[src/rtl/onchip_mem_s2_arbiter.sv]
// Round-robin arbiter and command sequencer for the on-chip memory s2 port, with a tag
// pipeline that routes read data back to its issuer. Define ONCHIP_ARB_PERF_CNT_EN for the performance counters.
module onchip_mem_s2_arbiter #(
    parameter int READ_LATENCY = 1,
    parameter int ADDR_W       = 15,
    parameter int DATA_W       = 64
) (
    input  logic                  clk_clk,
    input  logic                  reset_reset,
    input  logic                  a_req,
    input  logic                  a_write,
    input  logic [ADDR_W-1:0]     a_addr,
    input  logic [DATA_W-1:0]     a_wdata,
    input  logic [DATA_W/8-1:0]   a_byteen,
    output logic                  a_gnt,
    output logic                  a_rvalid,
    output logic [DATA_W-1:0]     a_rdata,
    input  logic                  b_req,
    input  logic                  b_write,
    input  logic [ADDR_W-1:0]     b_addr,
    input  logic [DATA_W-1:0]     b_wdata,
    input  logic [DATA_W/8-1:0]   b_byteen,
    output logic                  b_gnt,
    output logic                  b_rvalid,
    output logic [DATA_W-1:0]     b_rdata,
`ifdef ONCHIP_ARB_PERF_CNT_EN
    input  logic                  perf_clr,
    output logic [31:0]           perf_gnt_a,
    output logic [31:0]           perf_gnt_b,
    output logic [31:0]           perf_conflict,
`endif
    output logic [ADDR_W-1:0]     mem_address,
    output logic                  mem_chipselect,
    output logic                  mem_clken,
    output logic                  mem_write,
    output logic [DATA_W-1:0]     mem_writedata,
    output logic [DATA_W/8-1:0]   mem_byteenable,
    input  logic [DATA_W-1:0]     mem_readdata
);

    typedef enum logic {
        REQ_A = 1'b0,
        REQ_B = 1'b1
    } req_id_t;

    req_id_t                last_gnt;
    req_id_t                winner;
    logic                   grant_a;
    logic                   grant_b;
    logic                   any_gnt;
    logic                   win_write;
    logic [ADDR_W-1:0]      win_addr;
    logic [DATA_W-1:0]      win_wdata;
    logic [DATA_W/8-1:0]    win_byteen;
    logic [READ_LATENCY:0]  tag_valid;
    logic [READ_LATENCY:0]  tag_id;

    // On a conflict the requester that did not win last time is served.
    always_comb begin
        grant_a = 1'b0;
        grant_b = 1'b0;
        winner  = REQ_A;
        if (!reset_reset) begin
            if (a_req && b_req) begin
                if (last_gnt == REQ_B) begin
                    grant_a = 1'b1;
                end else begin
                    grant_b = 1'b1;
                end
            end else begin
                grant_a = a_req;
                grant_b = b_req;
            end
        end
        if (grant_b) begin
            winner = REQ_B;
        end
    end

    assign any_gnt    = grant_a | grant_b;
    assign a_gnt      = grant_a;
    assign b_gnt      = grant_b;
    assign win_write  = grant_b ? b_write  : a_write;
    assign win_addr   = grant_b ? b_addr   : a_addr;
    assign win_wdata  = grant_b ? b_wdata  : a_wdata;
    assign win_byteen = grant_b ? b_byteen : a_byteen;
    assign mem_clken  = 1'b1;

    always_ff @(posedge clk_clk) begin
        if (reset_reset) begin
            last_gnt       <= REQ_B;
            mem_chipselect <= 1'b0;
            mem_write      <= 1'b0;
            mem_address    <= '0;
            mem_writedata  <= '0;
            mem_byteenable <= '0;
        end else if (any_gnt) begin
            last_gnt       <= winner;
            mem_chipselect <= 1'b1;
            mem_write      <= win_write;
            mem_address    <= win_addr;
            mem_writedata  <= win_wdata;
            mem_byteenable <= win_byteen;
        end else begin
            mem_chipselect <= 1'b0;
            mem_write      <= 1'b0;
        end
    end

    // One extra stage beyond the memory latency covers the command register.
    always_ff @(posedge clk_clk) begin
        if (reset_reset) begin
            tag_valid <= '0;
            tag_id    <= '0;
        end else begin
            tag_valid <= {tag_valid[READ_LATENCY-1:0], any_gnt & ~win_write};
            tag_id    <= {tag_id[READ_LATENCY-1:0], winner == REQ_B};
        end
    end

    always_ff @(posedge clk_clk) begin
        if (reset_reset) begin
            a_rvalid <= 1'b0;
            b_rvalid <= 1'b0;
            a_rdata  <= '0;
            b_rdata  <= '0;
        end else begin
            a_rvalid <= tag_valid[READ_LATENCY] & ~tag_id[READ_LATENCY];
            b_rvalid <= tag_valid[READ_LATENCY] &  tag_id[READ_LATENCY];
            if (tag_valid[READ_LATENCY] && !tag_id[READ_LATENCY]) begin
                a_rdata <= mem_readdata;
            end
            if (tag_valid[READ_LATENCY] && tag_id[READ_LATENCY]) begin
                b_rdata <= mem_readdata;
            end
        end
    end

`ifdef ONCHIP_ARB_PERF_CNT_EN
    // Saturating counters; a clear wins over a same-cycle increment.
    always_ff @(posedge clk_clk) begin
        if (reset_reset || perf_clr) begin
            perf_gnt_a    <= '0;
            perf_gnt_b    <= '0;
            perf_conflict <= '0;
        end else begin
            if (grant_a && perf_gnt_a != 32'hFFFF_FFFF) begin
                perf_gnt_a <= perf_gnt_a + 32'd1;
            end
            if (grant_b && perf_gnt_b != 32'hFFFF_FFFF) begin
                perf_gnt_b <= perf_gnt_b + 32'd1;
            end
            if (a_req && b_req && perf_conflict != 32'hFFFF_FFFF) begin
                perf_conflict <= perf_conflict + 32'd1;
            end
        end
    end
`endif

endmodule

[config.mk]
export PLATFORM = sky130hd
export DESIGN_NAME = onchip_mem_s2_arbiter
export DESIGN_NICKNAME = d
export VERILOG_FILES = /design/src/rtl/onchip_mem_s2_arbiter.sv
export SDC_FILE = /design/constraint.sdc
export NUM_CORES = 1
export LEC_CHECK = 0
export BUFFER_PORTS_ARGS = -buffer_cell sky130_fd_sc_hd__clkbuf_2
export CAP_MARGIN = 20
export CORE_AREA = 5 5 178 180
export CTS_BUF_LIST = sky130_fd_sc_hd__clkbuf_2 sky130_fd_sc_hd__clkbuf_4 sky130_fd_sc_hd__clkbuf_8
export DETAILED_ROUTE_END_ITERATION = 7
export DIE_AREA = 0 0 183 185
export PLACE_DENSITY = 0.57
export RECOVER_POWER = 50
export SKIP_CTS_REPAIR_TIMING = 1
export SLEW_MARGIN = 15
export SYNTH_ARGS = -nofsm -noshare
export SYNTH_HDL_FRONTEND = slang
export SYNTH_SLANG_ARGS = --single-unit
[constraint.sdc]
create_clock -name clk_clk -period 4.1 [get_ports clk_clk]
set_input_delay 0.82 -clock clk_clk [delete_from_list [all_inputs] [get_ports clk_clk]]
set_output_delay 0.82 -clock clk_clk [all_outputs]
set_load 0.01 [all_outputs]
==> flow_summary.toml <==
[cells_and_area]
area_delta_synth_final_pct = 37.30
post_route_cells_drive_above_1_share_pct = 26.85
final_core_util_pct = 39.49
fillCellCount = 3215
final_cell_mix = "clkbuf_2 (292), nand2_1 (256), dfxtp_1 (224)"
mostFrequentLayoutCell = "clkbuf_2"
final_nets = 1660
antennaDiodeCount = 0

[worst_setup_path]
end_kind = "primary output"
arrival_ps = 1960
path_class = "input port to primary output"
r2r-start = "tag_id[1]"
startpoint_type = "input port"
r2r-end = "b_rdata[45]"
r2r_setup_slack_ps = 2230
cp.required_ps = 3280
worstRegToRegCells = 4
worstPathMaxFanout = 31

[sta]
worst_slew_pin_slew_ps = 1586
setup_viol = 0
finClkSkew_ps = 14.17
finalCriticalPeriod_ps = 2779
min_period_over_period_pct = 67.78
rsz0062_at_grt = "no"
holdWs_ps = 436.3
slew_headroom_pct = -5.743
max_freq_mhz = 359.9
finalWorstSetupSlack_ps = 1321
maxSlewViolCount = 77
finalHoldViolCount = 0
tns_ps = 0

[logic_synthesis]
ys.flop_type = "dfxtp_1"
synth-simple-area-share_pct = 12.60
netlist_area_mm2 = 0.008637
synth_top_family_by_area = "compound AO/OA/AOI/OAI gates"
synth_mux_area_share_pct = 0
ys_seq_area_share_pct = 51.92
syn-num-nets = 1239
yosysWarnings = 0
synth_compound_area_share_pct = 26.58
synthXorXnorAreaFrac_pct = 0
syn_area_per_cell_um2 = 8.680
synthArstFlopShare_pct = 0
yosys.area_share.adder_pct = 0
postSynthCellCount = 995
synthDistinctLibCells = 27
synth_edf_count = 0
ys_ff_latch = 224

[place]
place_ws_ps = 1163
gp_congestion = 0.8329
dpl.hpwl_um = 23360
io_buffers = 464

[clocking]
htreeDepth = 2
clk_pin_slew_ps = 50
cts_max_path_buffers = 3
cts_sinks = 224
insertion_delay_ps = 520
cts_tree = "yes"
root_buffer = "clkbuf_8"
cts_made_buffers = 41

[floorplanning]
initial_core_util_pct = 28.76
die_x_um = 183
core_mm2 = 0.03003
pin_count = 466
die_h_um = 185
num_rows = 64
die-area_mm2 = 0.03386

[detailed_routing]
detail-route-antenna-nets = 0
dr_total_vias = 8980
first_pass_iters = 5
routedWlPerCell_um = 18.10
via_per_inst = 4.878
drt_iter0_drc = 513
routed_wl_um = 33320
drc = 0

[worst_hold_path]
min_from = "tag_id[0]"
hold_class = "register to register"
hold_path_depth = 1
hold_end = "tag_id[1]"

[global_route]
antenna_found_initial = 0
grt_usage_pct = 18.29
overflow = 0
grt_max_degree = 88
grt_pass1_vias = 8770
grt_pass1_wl_um = 50040

[outcome]
status = "finished, violations left"
violations = "max-capacitance violations, max-slew violations"

[power_and_ir_drop]
powerDensity_mw_per_mm2 = 441.4
power_leakage_nw = 4.985
vdd_ir_drop_max_mv = 0.1742

[job]
maxCapViolCount = 2
[stage by stage]
step                      std cells  power, mW  cell area, µm²
after floorplan                 995      2.664            8637
after detailed placement       1769      2.993           11170
final                          1841      5.234           11860
after global placement         1769      2.988           11170
after global routing           1841      5.469           11860
after CTS                      1841      5.331           12080
[worst max path at each step]
| stage | cells after the start | startpoint | to | slack (ps) |
|---|---|---|---|---|
| 2_1_floorplan | 5 | b_req | a_gnt | 1580 |
| 3_3_place_gp | 5 | b_req | mem_writedata[23] | 1200 |
| 3_5_place_dp | 5 | b_req | mem_writedata[10] | 1160 |
| 4_1_cts | 4 | b_req | b_gnt | 1330 |
| 5_1_grt | 4 | reset_reset | mem_writedata[7] | 1140 |
| 6_report | 4 | b_req | b_gnt | 1320 |
[synth_stat cells, drive strengths merged (3+ instances only)]
library cell	n	area [µm²]
nand2	258	968.4
inv	87	326.6
nor2	4	17.52
a221o	87	870.8
nor2b	5	38.78
a21oi	128	640.6
clkbuf	74	277.8
a2111oi	87	762.0
dfxtp	224	4484
and2	3	21.27
buf	28	160.2
[worst max-delay path, cell delays in order]
cell and delay (ps):
clkbuf_2 530, nor2b_4 300, and2_4 160, clkbuf_2 140
[layer usage]
layer | vias to the layer above | part of all wire [%] | GRT usage, % | routed length [µm]
met5 | - | 0 | 0 | 0
met4 | 0 | 4.4 | 8.313 | 1478
met3 | 79 | 9.3 | 5.892 | 3095
met2 | 405 | 46 | 29.30 | 15460
met1 | 4132 | 40 | 22.52 | 13280
li1 | 4364 | - | - | -
[state kept, by name (all words and copies together) (netlist names)]
register and count:
a_rdata 64, b_rdata 64, mem_writedata 64, mem_address 15
mem_byteenable 8, tag_id 2, tag_valid 2, a_rvalid 1
b_rvalid 1, last_gnt 1, mem_chipselect 1, mem_write 1
[final cells by class]
type                    count  area (µm²)  share of cell area, %
clock buffers              65       850.8                  7.174
clock inverters             7       62.56                 0.5275
inverters                  87       326.6                  2.754
multi-input cells         582        3416                  28.80
flip-flops and latches    224        4484                  37.81
well taps                 396       495.5                  4.178
repair buffers            480        2223                  18.75
[power breakdown]
group	switching (mW)	total, mW	internal (mW)
sequential	0.0604	2.34	2.28
combinational	0.344	0.578	0.234
clock	0.937	2.31	1.38
[cells by family after synthesis]
group           count (synthesis)
flops                         224
simple gates                  276
other cells                     1
compound gates                305
buf+inv                       189
Note: power is estimated with default switching activity, not from simulation.
